==> src/rtl/viewport_pkg.sv <==
// rtl/viewport_pkg.sv - frame states, key indices and saturating arithmetic for viewport_ctrl
package viewport_pkg;

  typedef enum logic [1:0] {
    ACTIVE = 2'd0,
    UPDATE = 2'd1,
    BLANK  = 2'd2
  } frame_state_e;

  localparam int K_UP     = 0;
  localparam int K_DOWN   = 1;
  localparam int K_LEFT   = 2;
  localparam int K_RIGHT  = 3;
  localparam int K_ZIN    = 4;
  localparam int K_ZOUT   = 5;
  localparam int NUM_KEYS = 6;

  // Wide enough that val + delta never overflows before the clamp is applied.
  function automatic logic [31:0] sat_addsub(
    input logic [31:0] val,
    input logic [31:0] delta,
    input logic        sub,
    input logic [31:0] max_val
  );
    logic [31:0] res;
    if (sub) begin
      res = (val > delta) ? (val - delta) : 32'd0;
    end else begin
      res = val + delta;
      if (res > max_val) res = max_val;
    end
    return res;
  endfunction

endpackage

==> src/rtl/key_repeat.sv <==
// rtl/key_repeat.sv - per-key frame-rate auto-repeat: fire on first held frame,
// pause, then fire every frame once the held count saturates at REPEAT_DELAY.
module key_repeat #(
  parameter int REPEAT_DELAY = 8
) (
  input  logic CLK,
  input  logic RST,
  input  logic key_n,
  input  logic frame_tick,
  output logic fire
);

  localparam int CW = (REPEAT_DELAY > 0) ? $clog2(REPEAT_DELAY + 1) : 1;
  localparam logic [CW-1:0] DELAY = CW'(REPEAT_DELAY);

  logic [CW-1:0] held_cnt;

  assign fire = frame_tick && !key_n && ((held_cnt == '0) || (held_cnt == DELAY));

  always_ff @(posedge CLK) begin
    if (RST) begin
      held_cnt <= '0;
    end else if (frame_tick) begin
      if (key_n) begin
        held_cnt <= '0;
      end else if (held_cnt != DELAY) begin
        held_cnt <= held_cnt + 1'b1;
      end
    end
  end

endmodule

==> src/rtl/viewport_ctrl.sv <==
// rtl/viewport_ctrl.sv - pan/zoom viewport between sync generator and pixel generator;
// origin and zoom move once per vertical blank, colour is registered with blanking.
module viewport_ctrl
  import viewport_pkg::*;
#(
  parameter int COORD_W      = 10,
  parameter int COLOR_BITS   = 1,
  parameter int STEP         = 2,
  parameter int X_INIT       = 300,
  parameter int Y_INIT       = 200,
  parameter int X_MAX        = 639,
  parameter int Y_MAX        = 479,
  parameter int ZOOM_MAX     = 3,
  parameter int REPEAT_DELAY = 8
) (
  input  logic                               CLK,
  input  logic                               RST,
  input  logic [COORD_W-1:0]                 row,
  input  logic [COORD_W-1:0]                 col,
  input  logic                               vnotactive,
  input  logic                               up,
  input  logic                               down,
  input  logic                               left,
  input  logic                               right,
  input  logic                               zoom_in,
  input  logic                               zoom_out,
  input  logic [3*COLOR_BITS-1:0]            pix_in,
  output logic [COORD_W-1:0]                 map_x,
  output logic [COORD_W-1:0]                 map_y,
  output logic [COORD_W-1:0]                 originX,
  output logic [COORD_W-1:0]                 originY,
  output logic [$clog2(ZOOM_MAX+1)-1:0]      zoom,
  output logic [COLOR_BITS-1:0]              red,
  output logic [COLOR_BITS-1:0]              green,
  output logic [COLOR_BITS-1:0]              blue
);

  localparam int ZW = $clog2(ZOOM_MAX + 1);
  localparam logic [ZW-1:0] ZOOM_TOP = ZW'(ZOOM_MAX);

  frame_state_e          state;
  logic                  frame_tick;
  logic [NUM_KEYS-1:0]   key_n;
  logic [NUM_KEYS-1:0]   fire;
  logic [31:0]           pan_step;
  logic [COORD_W-1:0]    next_x;
  logic [COORD_W-1:0]    next_y;
  logic [ZW-1:0]         next_zoom;

  // One UPDATE cycle per blanking interval, however long vnotactive stays high.
  always_ff @(posedge CLK) begin
    if (RST) begin
      state <= ACTIVE;
    end else begin
      case (state)
        ACTIVE:  if (vnotactive) state <= UPDATE;
        UPDATE:  state <= BLANK;
        BLANK:   if (!vnotactive) state <= ACTIVE;
        default: state <= ACTIVE;
      endcase
    end
  end

  assign frame_tick = (state == UPDATE);

  assign key_n[K_UP]    = up;
  assign key_n[K_DOWN]  = down;
  assign key_n[K_LEFT]  = left;
  assign key_n[K_RIGHT] = right;
  assign key_n[K_ZIN]   = zoom_in;
  assign key_n[K_ZOUT]  = zoom_out;

  for (genvar k = 0; k < NUM_KEYS; k++) begin : g_key
    key_repeat #(
      .REPEAT_DELAY(REPEAT_DELAY)
    ) u_key_repeat (
      .CLK       (CLK),
      .RST       (RST),
      .key_n     (key_n[k]),
      .frame_tick(frame_tick),
      .fire      (fire[k])
    );
  end

  // Pan distance scales with the zoom in force before this update.
  assign pan_step = 32'(STEP) << zoom;

  always_comb begin
    next_x    = originX;
    next_y    = originY;
    next_zoom = zoom;

    if (fire[K_UP]) begin
      next_y = COORD_W'(sat_addsub(32'(originY), pan_step, 1'b1, 32'(Y_MAX)));
    end else if (fire[K_DOWN]) begin
      next_y = COORD_W'(sat_addsub(32'(originY), pan_step, 1'b0, 32'(Y_MAX)));
    end

    if (fire[K_LEFT]) begin
      next_x = COORD_W'(sat_addsub(32'(originX), pan_step, 1'b1, 32'(X_MAX)));
    end else if (fire[K_RIGHT]) begin
      next_x = COORD_W'(sat_addsub(32'(originX), pan_step, 1'b0, 32'(X_MAX)));
    end

    if (fire[K_ZIN]) begin
      if (zoom != ZOOM_TOP) next_zoom = zoom + 1'b1;
    end else if (fire[K_ZOUT]) begin
      if (zoom != '0) next_zoom = zoom - 1'b1;
    end
  end

  always_ff @(posedge CLK) begin
    if (RST) begin
      originX <= COORD_W'(X_INIT);
      originY <= COORD_W'(Y_INIT);
      zoom    <= '0;
    end else if (frame_tick) begin
      originX <= next_x;
      originY <= next_y;
      zoom    <= next_zoom;
    end
  end

  always_ff @(posedge CLK) begin
    if (RST) begin
      map_x              <= '0;
      map_y              <= '0;
      {red, green, blue} <= '1;
    end else begin
      map_x              <= originX + (col >> zoom);
      map_y              <= originY + (row >> zoom);
      {red, green, blue} <= vnotactive ? '0 : pix_in;
    end
  end

endmodule

==> config.mk <==
export PLATFORM = sky130hd
export DESIGN_NAME = viewport_ctrl
export DESIGN_NICKNAME = d
export VERILOG_FILES = /design/src/rtl/viewport_pkg.sv /design/src/rtl/key_repeat.sv /design/src/rtl/viewport_ctrl.sv
export SDC_FILE = /design/constraint.sdc
export NUM_CORES = 1
export LEC_CHECK = 0
export CORE_MARGIN = 2
export CORE_UTILIZATION = 60
export DETAILED_ROUTE_END_ITERATION = 12
export GPL_ROUTABILITY_DRIVEN = 0
export GPL_TIMING_DRIVEN = 0
export PLACE_DENSITY = 0.9
export SLEW_MARGIN = 20
export SYNTH_ARGS = -nofsm -noshare
export SYNTH_HDL_FRONTEND = slang
export SYNTH_SLANG_ARGS = --single-unit
==> constraint.sdc <==
create_clock -name CLK -period 5.6 [get_ports CLK]
set_clock_uncertainty 0.05 [all_clocks]
set_input_delay 0.84 -clock CLK [delete_from_list [all_inputs] [get_ports CLK]]
set_output_delay 0.84 -clock CLK [all_outputs]
set_load 0.02 [all_outputs]
### Word level (Yosys, flattened, before mapping)

Cells that the tools add are included.

* register bits after elaboration: 71
* logic and storage cells: 134
* bits of input ports: 32
* output and inout bits: 45

* $add $sub $neg: 14
* mux-type cells: 28
* reduce and logical (&&, ||, !) cells: 52
* equality and inequality tests: 18
* shift operators: 3
* order comparisons: 4

Operator list (count)
* $mux 10: 8
* $add 10x32->32: 2
* $gt 10x32->1: 2
* $mux 4: 12
* $gt 32x10->1 const B: 1
* $gt 32x9->1 const B: 1
* $shl 2x2->32 const A: 1
* $add 4x1->4 const B: 6
* $eq 4x4->1 const B: 6
* $logic_not 4->1: 6
* $ne 4x4->1 const B: 6
* $reduce_bool 2->1: 11
* $add 10x10->10: 2
* $shr 10x2->10: 2
* $sub 10x10->10: 2
* $reduce_and 2->1: 9
* $logic_and 1x1->1: 12
* $mux 2: 6
* $ne 2x2->1 const B: 4
* $logic_not 1->1: 6
* $logic_or 1x1->1: 6
* $pmux 2 s3: 1
* $reduce_and 4->1: 1
* $mux 3: 1
* other kinds (5): 5

### Logic depth before layout (Yosys ltp)

Gate-level depths: netlist of the first run.

* depth after elaboration: 6
* mapped depth: 13
* gate-level depth less buffers: 12

### Cells and area by module

A second synthesis of the first run with hierarchy kept.

* cell total of the unflattened synthesis: 668
* area total of the unflattened synthesis: 5597.9 µm²

Modules (own cells, without submodules)
* viewport_ctrl: sequential area each 940.9 µm², instances 1, area each 4103.9 µm², cells an instance 512
* key_repeat: sequential area each 80.1 µm², instances 6, area each 249.0 µm², cells an instance 26

### Worst setup path before layout of the first run

Ideal clock, no wire load.

* kind: flip-flop to flip-flop
* start: reg zoom[1]
* end: reg originY[4]
* cell stages (with the launch flop): 12
* arrival: 3.096 ns
* path buffers: 3
* data required time: 5.413 ns
* period minus slack after synthesis: 3.283 ns
* setup time: 0.137 ns
* setup slack: 2.317 ns
* cell sequence: dfxtp_1 > clkbuf_1 > buf_1 > nand2b_1 > ha_1 > buf_6 > nor2b_1 > o311ai_0 > o21ai_0 > o41a_1 > a21oi_1 > a31oi_1

* word-level cells in the longest chain between the ends: 6
* elaborated cells between the ends (all ways): 9
* classes of those cells: add/sub: 2; order compare: 2; shift: 1; mux: 4

Ends and longest elaborated chain
* start, declared: line viewport_ctrl.sv:32 `output logic [$clog2(ZOOM_MAX+1)-1:0] zoom,`
* start signal, assigned: line viewport_ctrl.sv:120 `zoom <= next_zoom;`
* $shl 2x2->32 (*): line viewport_ctrl.sv:86 `assign pan_step = 32'(STEP) << zoom;`
* $add 10x32->32: line viewport_pkg.sv:29 `res = val + delta;`
* $gt 32x9->1: line viewport_pkg.sv:30 `if (res > max_val) res = max_val;`
* $mux 10: line viewport_pkg.sv:30
* $mux 10: line viewport_ctrl.sv:95 `end else if (fire[K_DOWN]) begin`
* $mux 10 (*): line viewport_ctrl.sv:93 `if (fire[K_UP]) begin`
* end signal, assigned: line viewport_ctrl.sv:115 `originY <= COORD_W'(Y_INIT);`
* end signal, assigned: line viewport_ctrl.sv:119 `originY <= next_y;`
* end, declared: line viewport_ctrl.sv:31 `output logic [COORD_W-1:0] originY,`

Mark *: on every way between the ends. The rest lies on a longest branch, timed or not. The select of a mux whose other input is x is not followed.
A chain may end at the register's enable or synchronous reset.

### Worst setup path after layout of the first run

Same ends and word-level chain as after synthesis.

==> flow_results.xml, run 1 <==
<?xml version="1.0" encoding="UTF-8"?>
<metrics>
  <group name="run_status">
    <metric name="run_status" unit="">complete, no violations</metric>
  </group>
  <group name="sta">
    <metric name="max_clock_freq" unit="MHz">238.0</metric>
    <metric name="timing.max_slew.rel_slack" unit="%">35.76</metric>
    <metric name="worstMarginPinSlew" unit="ps">951.6</metric>
    <metric name="setup_slack" unit="ps">1398</metric>
    <metric name="layout_worst_path_cycle_share" unit="%">75.04</metric>
    <metric name="timing.final.setup_violations" unit="">0</metric>
    <metric name="timing.final.crit_period" unit="ps">4203</metric>
    <metric name="timing.final.hold_violations" unit="">0</metric>
    <metric name="timing.final.max_slew_violations" unit="">0</metric>
    <metric name="final.setup.tns" unit="ps">0</metric>
    <metric name="grt_setup_unrepaired" unit="">no</metric>
  </group>
  <group name="synth">
    <metric name="synth_area_per_cell" unit="µm²">7.850</metric>
    <metric name="post-synth-top-count-cell" unit="">nor2_1</metric>
    <metric name="post_synthesis_cell_type_with_the_largest_combined_area" unit="">dfxtp_1</metric>
    <metric name="netlist_top_cells_count" unit="">nor2_1 (73), dfxtp_1 (71), a21oi_1 (64)</metric>
    <metric name="number_of_enable_flip_flop_cells_after_synthesis" unit="">0</metric>
    <metric name="netlist_area" unit="mm²">0.005385</metric>
    <metric name="synth_nets" unit="">771</metric>
    <metric name="synth.ff_latch_count" unit="">71</metric>
    <metric name="synth_top_area_share" unit="%">26.39</metric>
    <metric name="ys_types" unit="">64</metric>
    <metric name="seq_area_frac_synth" unit="%">26.39</metric>
    <metric name="postSynth.asyncResetShare" unit="%">0</metric>
    <metric name="synth.area.top_cells" unit="">dfxtp_1 (26%), ha_1 (11%), a21oi_1 (5.9%), mux2i_1 (5.4%), nor2_1 (5.1%)</metric>
    <metric name="count_of_mapped_cells_out_of_synthesis" unit="">686</metric>
    <metric name="yosysWarningCount" unit="">0</metric>
    <metric name="synth_ff_type" unit="">dfxtp_1</metric>
  </group>
  <group name="route">
    <metric name="drt-wirelength-per-cell" unit="µm">18.42</metric>
    <metric name="routed_wirelength" unit="µm">16300</metric>
    <metric name="detailroute.via_count" unit="">5817</metric>
    <metric name="routed_via_density" unit="">6.573</metric>
    <metric name="dr.pass1.iters" unit="">6</metric>
    <metric name="drtIter0Drc" unit="">580</metric>
    <metric name="final_antenna_net_count" unit="">0</metric>
    <metric name="detail_route.drc_violations" unit="">0</metric>
  </group>
  <group name="power">
    <metric name="vdd_drop_max" unit="µV">107.1</metric>
    <metric name="power_switching_share" unit="%">33.55</metric>
    <metric name="pwr-share-seq" unit="%">39.4</metric>
    <metric name="power_switching" unit="W">0.0004847</metric>
    <metric name="power.density_cell_area" unit="mW/mm²">223.0</metric>
    <metric name="fin_total_pwr" unit="W">0.001445</metric>
    <metric name="clock_power_share" unit="%">28.8</metric>
    <metric name="p_leak" unit="nW">2.472</metric>
    <metric name="internal_power_component" unit="W">0.0009600</metric>
    <metric name="share_comb_of_total_power" unit="%">31.8</metric>
  </group>
  <group name="cells_and_area">
    <metric name="area_delta_synth_final" unit="%">20.31</metric>
    <metric name="final_nets" unit="">858</metric>
    <metric name="layout-drive-gt1-share" unit="%">4.118</metric>
    <metric name="n_antenna_cell" unit="">0</metric>
  </group>
  <group name="die">
    <metric name="initial_core_util" unit="%">61.75</metric>
    <metric name="chipHeight" unit="µm">98.74</metric>
    <metric name="die_width" unit="µm">98.74</metric>
    <metric name="rows" unit="">34</metric>
    <metric name="io-pin-count" unit="">77</metric>
    <metric name="dieArea" unit="mm²">0.009749</metric>
    <metric name="core_region_area" unit="mm²">0.008721</metric>
  </group>
  <group name="place">
    <metric name="place_ws" unit="ps">1568</metric>
    <metric name="dpl.hpwl" unit="µm">12340</metric>
    <metric name="port_buffers" unit="">76</metric>
  </group>
  <group name="cts">
    <metric name="cts_tree" unit="">done</metric>
    <metric name="clock-sinks" unit="">71</metric>
    <metric name="root_buffer" unit="">clkbuf_8</metric>
    <metric name="htree_num_levels" unit="">3</metric>
    <metric name="clkTransAtPathRegs" unit="ps">70</metric>
    <metric name="cts_repair_resize_count" unit="">0</metric>
    <metric name="cts-hold-fix-buffers" unit="">0</metric>
    <metric name="cts.path.max_buffers" unit="">2</metric>
    <metric name="clock_insertion_delay_worst_skew" unit="ps">350</metric>
    <metric name="numCtsBuffers" unit="">9</metric>
    <metric name="cts_setup_buffers" unit="">0</metric>
  </group>
  <group name="global_route">
    <metric name="grt_antenna_before_repair" unit="">0</metric>
    <metric name="grt_start_max_net_pins" unit="">12</metric>
    <metric name="grt-ovfl-total" unit="">0</metric>
    <metric name="grt_pass1_wl" unit="µm">25850</metric>
    <metric name="number_of_global_route_vias_before_repair" unit="">5542</metric>
    <metric name="grt_use_total" unit="%">32.60</metric>
  </group>
  <group name="critical_path">
    <metric name="crit_path_start_kind" unit="">flip-flop</metric>
    <metric name="worst-endpoint-arrival" unit="ps">4360</metric>
    <metric name="timing_worst_setup_path_type" unit="">flip-flop to flip-flop</metric>
    <metric name="cp-end-kind" unit="">flip-flop</metric>
    <metric name="cp.required" unit="ps">5750</metric>
    <metric name="crit_fanout" unit="">10</metric>
  </group>
  <group name="run">
    <metric name="maxCapViolCount" unit="">0</metric>
  </group>
  <group name="min_path">
    <metric name="hold_removal_path_class" unit="">flip-flop to flip-flop</metric>
  </group>
</metrics>
worst paths after layout:
path / startpoint / end / slack, ps / depth (start not counted)
min reg2reg: g_key[2].u_key_repeat.held_cnt[3] / g_key[2].u_key_repeat.held_cnt[3] / 450 / 2
max reg2reg: zoom[1] / originY[4] / 1400 / 11
min: g_key[2].u_key_repeat.held_cnt[3] / g_key[2].u_key_repeat.held_cnt[3] / 450 / 2
max: zoom[1] / originY[4] / 1400 / 11
critical path, cell delays in order, from the launching register on:
cell and delay [ps]:
dfxtp_1 370, clkbuf_1 350, buf_1 560, nand2b_1 250, ha_1 360, buf_6 130, nor2b_1 80, o311ai_0 800
o21ai_0 270, o41a_1 210, a21oi_1 450, a31oi_1 170
cells by family (layout without fill, tap and decap cells):
group / Yosys count / in the layout / share of synthesized area (%)
AOI/OAI and AO/OA: 208 / 208 / 25.12
xor gates and xnor gates: 18 / 18 / 2.927
adders and majority gates: 53 / 53 / 12.87
buffers and inverters: 75 / 166 / 5.716
DFF: 71 / 71 / 26.39
muxes: 33 / 33 / 6.227
and+or+nand+nor: 228 / 228 / 20.75
layer usage:
metal / global-route usage (%) / part of all wire (%) / wire length [µm] / up-vias
met4: 15.38 / 3.6 / 584 / 0
met2: 55.94 / 48 / 7791 / 344
met3: 5.319 / 9.1 / 1483 / 69
met1: 39.92 / 40 / 6438 / 2719
li1: - / - / - / 2685
met5: 0 / 0 / 0 / -
cells in the final DEF (no fill, tap or decap), types with 10 or more instances in the layout:
cell | netlist | routed
inv_1 | 47 | 47
mux2i_1 | 29 | 29
dfxtp_1 | 71 | 71
xor2_1 | 10 | 10
a21oi_1 | 64 | 64
o21ai_0 | 43 | 43
nor3_1 | 28 | 28
nor2_1 | 73 | 73
nand3_1 | 15 | 15
a31oi_1 | 13 | 13
clkdlybuf4s50_1 | 0 | 76
nand2b_1 | 13 | 13
ha_1 | 49 | 49
clkbuf_1 | 16 | 17
nor2b_1 | 15 | 15
clkbuf_8 | 0 | 11
nand2_1 | 43 | 43
area by class of cell:
class | count | area, µm²
multi-input combinational | 540 | 3656
fill | 656 | 2242
sequential | 71 | 1421
timing repair buffer | 76 | 760.7
inverter | 47 | 176.4
clock buffer | 12 | 155.1
tap | 108 | 135.1
buffer | 28 | 131.4
clock inverter | 3 | 42.54
sequential cells by signal, summed over array words and instances, names as in the netlist:
name / flops
g_key.u_key_repeat.held_cnt: 24
red: 1
state: 2
originX: 10
blue: 1
map_x: 10
originY: 10
zoom: 2
map_y: 10
green: 1
power by group through the flow:
stage / Combinational, W / Clock (W) / Sequential (W)
floorplan: 0.000245 / 0 / 0.000613
global placement: 0.000428 / 0 / 0.000579
detailed placement: 0.000446 / 0 / 0.000580
CTS: 0.000450 / 0.000415 / 0.000569
global route: 0.000494 / 0.000436 / 0.000573
finish: 0.000460 / 0.000416 / 0.000569
stage by stage:
stage / cells / hold slack (ps) / util [%] / area (µm²)
global route: 885 / 471.7 / 74.29 / 6479
detailed placement: 870 / 439.0 / 72.02 / 6281
floorplan: 686 / 394.3 / - / 5385
finish: 885 / 453.4 / 74.29 / 6479
global placement: 870 / 412.5 / 72.02 / 6281
CTS: 885 / 452.2 / 74.29 / 6479
No activity file was read; power rests on OpenSTA's default activity.
==> inputs of run 2 (changes only) <==
--- a/config.mk
+++ b/config.mk
@@ -6,11 +6,11 @@
 export NUM_CORES = 1
 export LEC_CHECK = 0
 export CORE_MARGIN = 2
-export CORE_UTILIZATION = 60
+export CORE_UTILIZATION = 56
 export DETAILED_ROUTE_END_ITERATION = 12
 export GPL_ROUTABILITY_DRIVEN = 0
 export GPL_TIMING_DRIVEN = 0
-export PLACE_DENSITY = 0.9
+export PLACE_DENSITY = 0.85
 export SLEW_MARGIN = 20
 export SYNTH_ARGS = -nofsm -noshare
 export SYNTH_HDL_FRONTEND = slang
==> constraint.sdc (replaced) <==
create_clock -name CLK -period 4.1 [get_ports CLK]
set_clock_uncertainty 0.05 [all_clocks]
set_input_delay 0.615 -clock CLK [delete_from_list [all_inputs] [get_ports CLK]]
set_output_delay 0.615 -clock CLK [all_outputs]
set_load 0.02 [all_outputs]
==> run 2 against run 1 <==
  * Power grew 41%
  * Maximum frequency up 9.0%
  * Hold slack got worse by 7.7 ps
  * Highest routed layer unchanged
  * Largest power group unchanged
  * Sequential share of layout area decreased by 0.18 points
  * Final cell count grew 2.5%
  * Utilization decreased by 3.9 points
  * Count of clock-buffer cells in the layout decreased by 1
  * Critical path depth shrank 1
  * Critical path type unchanged
==> flow_results.xml, run 2 (same netlist as run 1, synthesis figures left out) <==
<?xml version="1.0" encoding="UTF-8"?>
<metrics>
  <group name="cts">
    <metric name="numCtsBuffers" unit="">9</metric>
    <metric name="clock_insertion_delay_worst_skew" unit="ps">360</metric>
    <metric name="root_buffer" unit="">clkbuf_8</metric>
    <metric name="cts_setup_buffers" unit="">0</metric>
    <metric name="htree_num_levels" unit="">3</metric>
    <metric name="clock-sinks" unit="">71</metric>
    <metric name="cts_tree" unit="">done</metric>
    <metric name="clkTransAtPathRegs" unit="ps">80</metric>
    <metric name="cts.path.max_buffers" unit="">2</metric>
  </group>
  <group name="sta">
    <metric name="timing.final.hold_violations" unit="">0</metric>
    <metric name="layout_worst_path_cycle_share" unit="%">94.03</metric>
    <metric name="final.setup.tns" unit="ps">0</metric>
    <metric name="worstMarginPinSlew" unit="ps">987.0</metric>
    <metric name="timing.final.max_slew_violations" unit="">0</metric>
    <metric name="grt_setup_unrepaired" unit="">no</metric>
    <metric name="max_clock_freq" unit="MHz">259.4</metric>
    <metric name="setup_slack" unit="ps">244.7</metric>
    <metric name="timing.final.setup_violations" unit="">0</metric>
    <metric name="timing.max_slew.rel_slack" unit="%">34.06</metric>
    <metric name="timing.final.crit_period" unit="ps">3855</metric>
  </group>
  <group name="global_route">
    <metric name="grt_start_max_net_pins" unit="">13</metric>
    <metric name="grt_pass1_wl" unit="µm">26180</metric>
    <metric name="grt_use_total" unit="%">31.78</metric>
    <metric name="met1_usage" unit="%">39.70</metric>
    <metric name="grt_most_used_layer" unit="">met2</metric>
    <metric name="number_of_global_route_vias_before_repair" unit="">5543</metric>
    <metric name="grt-ovfl-total" unit="">0</metric>
    <metric name="grt_antenna_before_repair" unit="">0</metric>
    <metric name="global_route.usage.met2" unit="%">53.09</metric>
    <metric name="groute.layer.met3.usage" unit="%">6.156</metric>
  </group>
  <group name="critical_path">
    <metric name="crit_path_cell_trace" unit="">clkbuf_1 -&gt; buf_1 -&gt; nand2_1 -&gt; ha_1 -&gt; clkbuf_1 -&gt; nand4_1 -&gt; o221ai_1 -&gt; a21boi_0 -&gt; o32ai_1 -&gt; a211oi_1</metric>
    <metric name="crit_fanout" unit="">10</metric>
    <metric name="cp-end-kind" unit="">flip-flop</metric>
    <metric name="max_stage_delay" unit="ps">530</metric>
    <metric name="worst-endpoint-arrival" unit="ps">4010</metric>
    <metric name="worst_path_dominant_cell_family" unit="">buffers and inverters</metric>
    <metric name="crit_path_start_kind" unit="">flip-flop</metric>
    <metric name="setup.reg_to_reg.worst_slack" unit="ps">240</metric>
    <metric name="cp.required" unit="ps">4250</metric>
    <metric name="crit_path_top_delay_cell" unit="">buf_1</metric>
    <metric name="critPathMostFrequentCell" unit="">clkbuf_1</metric>
    <metric name="timing.critical_path.buf_inv" unit="">3</metric>
    <metric name="timing_worst_setup_path_type" unit="">flip-flop to flip-flop</metric>
  </group>
  <group name="die">
    <metric name="die_width" unit="µm">102.1</metric>
    <metric name="chipHeight" unit="µm">102.1</metric>
    <metric name="dieArea" unit="mm²">0.01042</metric>
    <metric name="initial_core_util" unit="%">58.01</metric>
    <metric name="core_region_area" unit="mm²">0.009284</metric>
    <metric name="io-pin-count" unit="">77</metric>
    <metric name="rows" unit="">35</metric>
  </group>
  <group name="route">
    <metric name="detail_route.drc_violations" unit="">0</metric>
    <metric name="final_antenna_net_count" unit="">0</metric>
    <metric name="drt-wirelength-per-cell" unit="µm">17.94</metric>
    <metric name="dr.pass1.iters" unit="">5</metric>
    <metric name="drtIter0Drc" unit="">490</metric>
    <metric name="routed_via_density" unit="">6.278</metric>
    <metric name="routed_wirelength" unit="µm">16270</metric>
    <metric name="detailroute.via_count" unit="">5694</metric>
  </group>
  <group name="power">
    <metric name="vdd_drop_max" unit="µV">200.5</metric>
    <metric name="power.density_cell_area" unit="mW/mm²">312.5</metric>
    <metric name="fin_total_pwr" unit="W">0.002042</metric>
    <metric name="p_leak" unit="nW">2.492</metric>
  </group>
  <group name="place">
    <metric name="place_ws" unit="ps">130.6</metric>
    <metric name="dpl.hpwl" unit="µm">12090</metric>
    <metric name="port_buffers" unit="">76</metric>
  </group>
  <group name="cells_and_area">
    <metric name="most_common_cell_after_layout_fill_and_taps_aside" unit="">clkdlybuf4s50_1</metric>
    <metric name="most_frequent_cells_in_the_layout" unit="">clkdlybuf4s50_1 (76), nor2_1 (73), dfxtp_1 (71)</metric>
    <metric name="max_ffs_per_register" unit="">24</metric>
    <metric name="layout-drive-gt1-share" unit="%">4.499</metric>
    <metric name="final_nets" unit="">858</metric>
    <metric name="area_delta_synth_final" unit="%">21.33</metric>
    <metric name="n_antenna_cell" unit="">0</metric>
    <metric name="top_register" unit="">g_key.u_key_repeat.held_cnt</metric>
  </group>
  <group name="run">
    <metric name="maxCapViolCount" unit="">0</metric>
  </group>
  <group name="min_path">
    <metric name="hold_removal_path_class" unit="">flip-flop to flip-flop</metric>
  </group>
  <group name="run_status">
    <metric name="run_status" unit="">complete, no violations</metric>
  </group>
</metrics>
[run 2: changes by cell type in the layout (fill, tap and decap cells not counted), sizes merged]
cell / change
buf: -1
bufinv: +1
clkinv: +1
[run 2: repair_timing]
| action | 4_1_cts | 5_1_grt |
|---|---|---|
| endpoints found under the setup margin | 0 | 6 |
| resized for setup | 0 | 3 |
| hold buffers | 0 | 0 |
[run 2: path summary, 6_finish.rpt]
check,start,end,cells past startpoint
worst max-delay path,zoom[1],originX[4],10
worst min-delay path,state[0],state[0],1
worst max register to register,zoom[1],originX[4],10
worst min register to register,state[0],state[0],1
[run 2: metrics by stage]
step	hold WS [ps]	cells	instance area, µm²	utilization, %
2_1_floorplan	394.3	686	5385	-
3_3_place_gp	413.5	891	6307	67.94
3_5_place_dp	430.6	891	6307	67.94
4_1_cts	444.1	907	6530	70.34
5_1_grt	474.4	907	6534	70.38
6_report	445.7	907	6534	70.38
[run 2: report_power, final]
group	leakage [nW]	internal (W)	total, W	switching (W)
logic	1.80	0.000264	0.000630	0.000366
clock network	0.110	0.000359	0.000634	0.000275
registers	0.582	0.000738	0.000778	0.0000401
total	2.49	0.00136	0.00204	0.000681
[run 2: cell type report]
| type | count | area (µm²) |
|---|---|---|
| Clock buffer | 11 | 141.4 |
| Inverter | 47 | 176.4 |
| Sequential cell | 71 | 1421 |
| Multi-Input combinational cell | 540 | 3659 |
| Fill cell | 747 | 2750 |
| Timing Repair Buffer | 76 | 760.7 |
| Tap cell | 129 | 161.4 |
| Clock inverter | 5 | 81.33 |
| Buffer | 28 | 132.6 |
[run 2: per-layer routing]
metal	wire length [µm]	share of wire [%]	vias to the layer above
met5	0	0	-
met4	469	2.9	0
met3	1625	10	48
met2	7765	48	339
met1	6414	39	2631
li1	-	-	2676
==> inputs of run 3 (changes only) <==
--- a/config.mk
+++ b/config.mk
@@ -5,7 +5,7 @@
 export SDC_FILE = /design/constraint.sdc
 export NUM_CORES = 1
 export LEC_CHECK = 0
-export CORE_MARGIN = 2
+export CORE_MARGIN = 1
 export CORE_UTILIZATION = 56
 export DETAILED_ROUTE_END_ITERATION = 12
 export GPL_ROUTABILITY_DRIVEN = 0
==> run 3 against run 2 <==
  * Sequential cell count did not move
  * Non-clock buffer count did not move
  * Final area increased by 0.13%
  * Maximum frequency increased by 2.8%
  * Combinational power down 1%
  * Die area fell by 3.9%
  * Routed wire length shrank 1.4%
  * Global-route usage up 0.78 points
==> flow_results.xml, run 3 (same netlist as run 1, synthesis figures left out) <==
<?xml version="1.0" encoding="UTF-8"?>
<metrics>
  <group name="route">
    <metric name="routed_wirelength" unit="µm">16050</metric>
    <metric name="final_antenna_net_count" unit="">0</metric>
    <metric name="detailroute.via_count" unit="">5779</metric>
    <metric name="dr.pass1.iters" unit="">5</metric>
    <metric name="routed_via_density" unit="">6.372</metric>
    <metric name="drt-wirelength-per-cell" unit="µm">17.70</metric>
    <metric name="detail_route.drc_violations" unit="">0</metric>
    <metric name="drtIter0Drc" unit="">406</metric>
  </group>
  <group name="critical_path">
    <metric name="timing_worst_setup_path_type" unit="">flip-flop to flip-flop</metric>
    <metric name="crit_path_start_kind" unit="">flip-flop</metric>
    <metric name="crit_fanout" unit="">10</metric>
    <metric name="critPathMostFrequentCell" unit="">clkbuf_1</metric>
    <metric name="worst-endpoint-arrival" unit="ps">3910</metric>
    <metric name="cp.required" unit="ps">4260</metric>
    <metric name="crit_path_top_delay_cell" unit="">o221ai_1</metric>
    <metric name="cp-end-kind" unit="">flip-flop</metric>
    <metric name="max_stage_delay" unit="ps">500</metric>
    <metric name="r2r.worst_path.cells" unit="">10</metric>
    <metric name="crit_path_cell_trace" unit="">clkbuf_1 -&gt; clkbuf_1 -&gt; nand2_1 -&gt; ha_1 -&gt; clkbuf_1 -&gt; nand4_1 -&gt; o221ai_1 -&gt; a21boi_0 -&gt; o32ai_1 -&gt; a211oi_1</metric>
  </group>
  <group name="cells_and_area">
    <metric name="most_common_cell_after_layout_fill_and_taps_aside" unit="">clkdlybuf4s50_1</metric>
    <metric name="n_antenna_cell" unit="">0</metric>
    <metric name="most_frequent_cells_in_the_layout" unit="">clkdlybuf4s50_1 (76), nor2_1 (73), dfxtp_1 (71)</metric>
    <metric name="area_delta_synth_final" unit="%">21.49</metric>
    <metric name="final_non_filler_cells" unit="">907</metric>
    <metric name="final_nets" unit="">858</metric>
    <metric name="layout-drive-gt1-share" unit="%">4.756</metric>
    <metric name="nFillCells" unit="">781</metric>
    <metric name="top_register" unit="">g_key.u_key_repeat.held_cnt</metric>
    <metric name="max_ffs_per_register" unit="">24</metric>
  </group>
  <group name="cts">
    <metric name="cts.path.max_buffers" unit="">2</metric>
    <metric name="clock-sinks" unit="">71</metric>
    <metric name="htree_num_levels" unit="">3</metric>
    <metric name="clkTransAtPathRegs" unit="ps">80</metric>
    <metric name="cts_tree" unit="">done</metric>
    <metric name="cts-hold-fix-buffers" unit="">0</metric>
    <metric name="numCtsBuffers" unit="">9</metric>
    <metric name="clock_insertion_delay_worst_skew" unit="ps">360</metric>
    <metric name="root_buffer" unit="">clkbuf_8</metric>
  </group>
  <group name="sta">
    <metric name="timing.final.setup_violations" unit="">0</metric>
    <metric name="final.setup.tns" unit="ps">0</metric>
    <metric name="layout_worst_path_cycle_share" unit="%">91.45</metric>
    <metric name="fin_hold_ws" unit="ps">444.5</metric>
    <metric name="grt_setup_unrepaired" unit="">no</metric>
    <metric name="timing.final.max_slew_violations" unit="">0</metric>
    <metric name="timing.final.crit_period" unit="ps">3749</metric>
    <metric name="timing.final.hold_violations" unit="">0</metric>
    <metric name="timing.max_slew.rel_slack" unit="%">42.08</metric>
    <metric name="max_clock_freq" unit="MHz">266.7</metric>
    <metric name="worstMarginPinSlew" unit="ps">865.6</metric>
  </group>
  <group name="global_route">
    <metric name="groute.layer.met3.usage" unit="%">4.735</metric>
    <metric name="grt_antenna_before_repair" unit="">0</metric>
    <metric name="grt_pass1_wl" unit="µm">25850</metric>
    <metric name="grt-ovfl-total" unit="">0</metric>
    <metric name="number_of_global_route_vias_before_repair" unit="">5533</metric>
    <metric name="met1_usage" unit="%">39.89</metric>
    <metric name="global_route.usage.met2" unit="%">54.64</metric>
    <metric name="grt_most_used_layer" unit="">met2</metric>
    <metric name="grt_use_total" unit="%">32.56</metric>
    <metric name="grt_start_max_net_pins" unit="">14</metric>
  </group>
  <group name="run">
    <metric name="maxCapViolCount" unit="">0</metric>
  </group>
  <group name="die">
    <metric name="chipHeight" unit="µm">100.1</metric>
    <metric name="initial_core_util" unit="%">58.01</metric>
    <metric name="die_width" unit="µm">100.1</metric>
    <metric name="dieArea" unit="mm²">0.01001</metric>
    <metric name="rows" unit="">35</metric>
    <metric name="core_region_area" unit="mm²">0.009284</metric>
    <metric name="io-pin-count" unit="">77</metric>
  </group>
  <group name="power">
    <metric name="power_switching" unit="W">0.0006825</metric>
    <metric name="clock_power_share" unit="%">31.5</metric>
    <metric name="p_leak" unit="nW">2.495</metric>
    <metric name="vdd_drop_max" unit="µV">180.1</metric>
    <metric name="pwr-share-seq" unit="%">38.0</metric>
    <metric name="power_switching_share" unit="%">33.37</metric>
    <metric name="share_comb_of_total_power" unit="%">30.5</metric>
    <metric name="power.density_cell_area" unit="mW/mm²">312.6</metric>
    <metric name="internal_power_component" unit="W">0.001363</metric>
  </group>
  <group name="place">
    <metric name="port_buffers" unit="">76</metric>
    <metric name="dpl.hpwl" unit="µm">12260</metric>
    <metric name="placed_cells" unit="">891</metric>
  </group>
  <group name="min_path">
    <metric name="hold_depth" unit="">2</metric>
    <metric name="hold_removal_path_class" unit="">flip-flop to flip-flop</metric>
  </group>
  <group name="run_status">
    <metric name="run_status" unit="">complete, no violations</metric>
  </group>
</metrics>
run 3: worst max-delay path, delay by kind of cell (launching register included):
| family | cells | cell delay (ps) |
|---|---|---|
| fa+ha+maj | 1 | 390 |
| buf+inv | 3 | 1160 |
| simple gates | 2 | 460 |
| flops | 1 | 400 |
| compound gates | 4 | 1140 |
run 3: final cells by class:
class | instances | area, µm² | share of cell area, %
plain buffers | 28 | 133.9 | 2.046
clock buffers | 10 | 137.6 | 2.104
clock inverters | 6 | 92.59 | 1.415
inverters | 47 | 176.4 | 2.696
multi-input cells | 540 | 3659 | 55.92
flip-flops and latches | 71 | 1421 | 21.72
well taps | 129 | 161.4 | 2.467
repair buffers | 76 | 760.7 | 11.63
run 3: final timing paths:
check                                          from                                 to  slack [ps]
setup reg to reg                            zoom[0]                         originX[4]         350
setup / recovery                            zoom[0]                         originX[4]         350
hold / removal    g_key[0].u_key_repeat.held_cnt[3]  g_key[0].u_key_repeat.held_cnt[3]         440
hold reg to reg   g_key[0].u_key_repeat.held_cnt[3]  g_key[0].u_key_repeat.held_cnt[3]         440
run 3: per-layer routing:
metal	wire length (µm)	share of wire (%)
met1	6305	39
met2	7626	48
met3	1492	9.3
met4	625	3.9
met5	0	0
run 3: what timing repair did:
item                       CTS  global route
gates resized for setup      0             4
setup endpoints to repair    0             7
buffers inserted             0             0
run 3: power by group through the flow:
stage / clock network, W / logic [W] / registers, W
6_report: 0.000644 / 0.000624 / 0.000777
5_1_grt: 0.000677 / 0.000674 / 0.000784
4_1_cts: 0.000643 / 0.000612 / 0.000776
3_5_place_dp: 0 / 0.000607 / 0.000792
3_3_place_gp: 0 / 0.000587 / 0.000791
2_1_floorplan: 0 / 0.000334 / 0.000837
run 3: through the flow:
stage	setup slack, ps	util (%)	cell area [µm²]	total power (W)
final	350.5	70.47	6543	0.002045
after floorplan	817.1	-	5385	0.001171
after CTS	88.45	70.42	6538	0.002032
after global placement	202.2	67.94	6307	0.001378
after detailed placement	88.38	67.94	6307	0.001399
after global routing	85.69	70.47	6543	0.002134
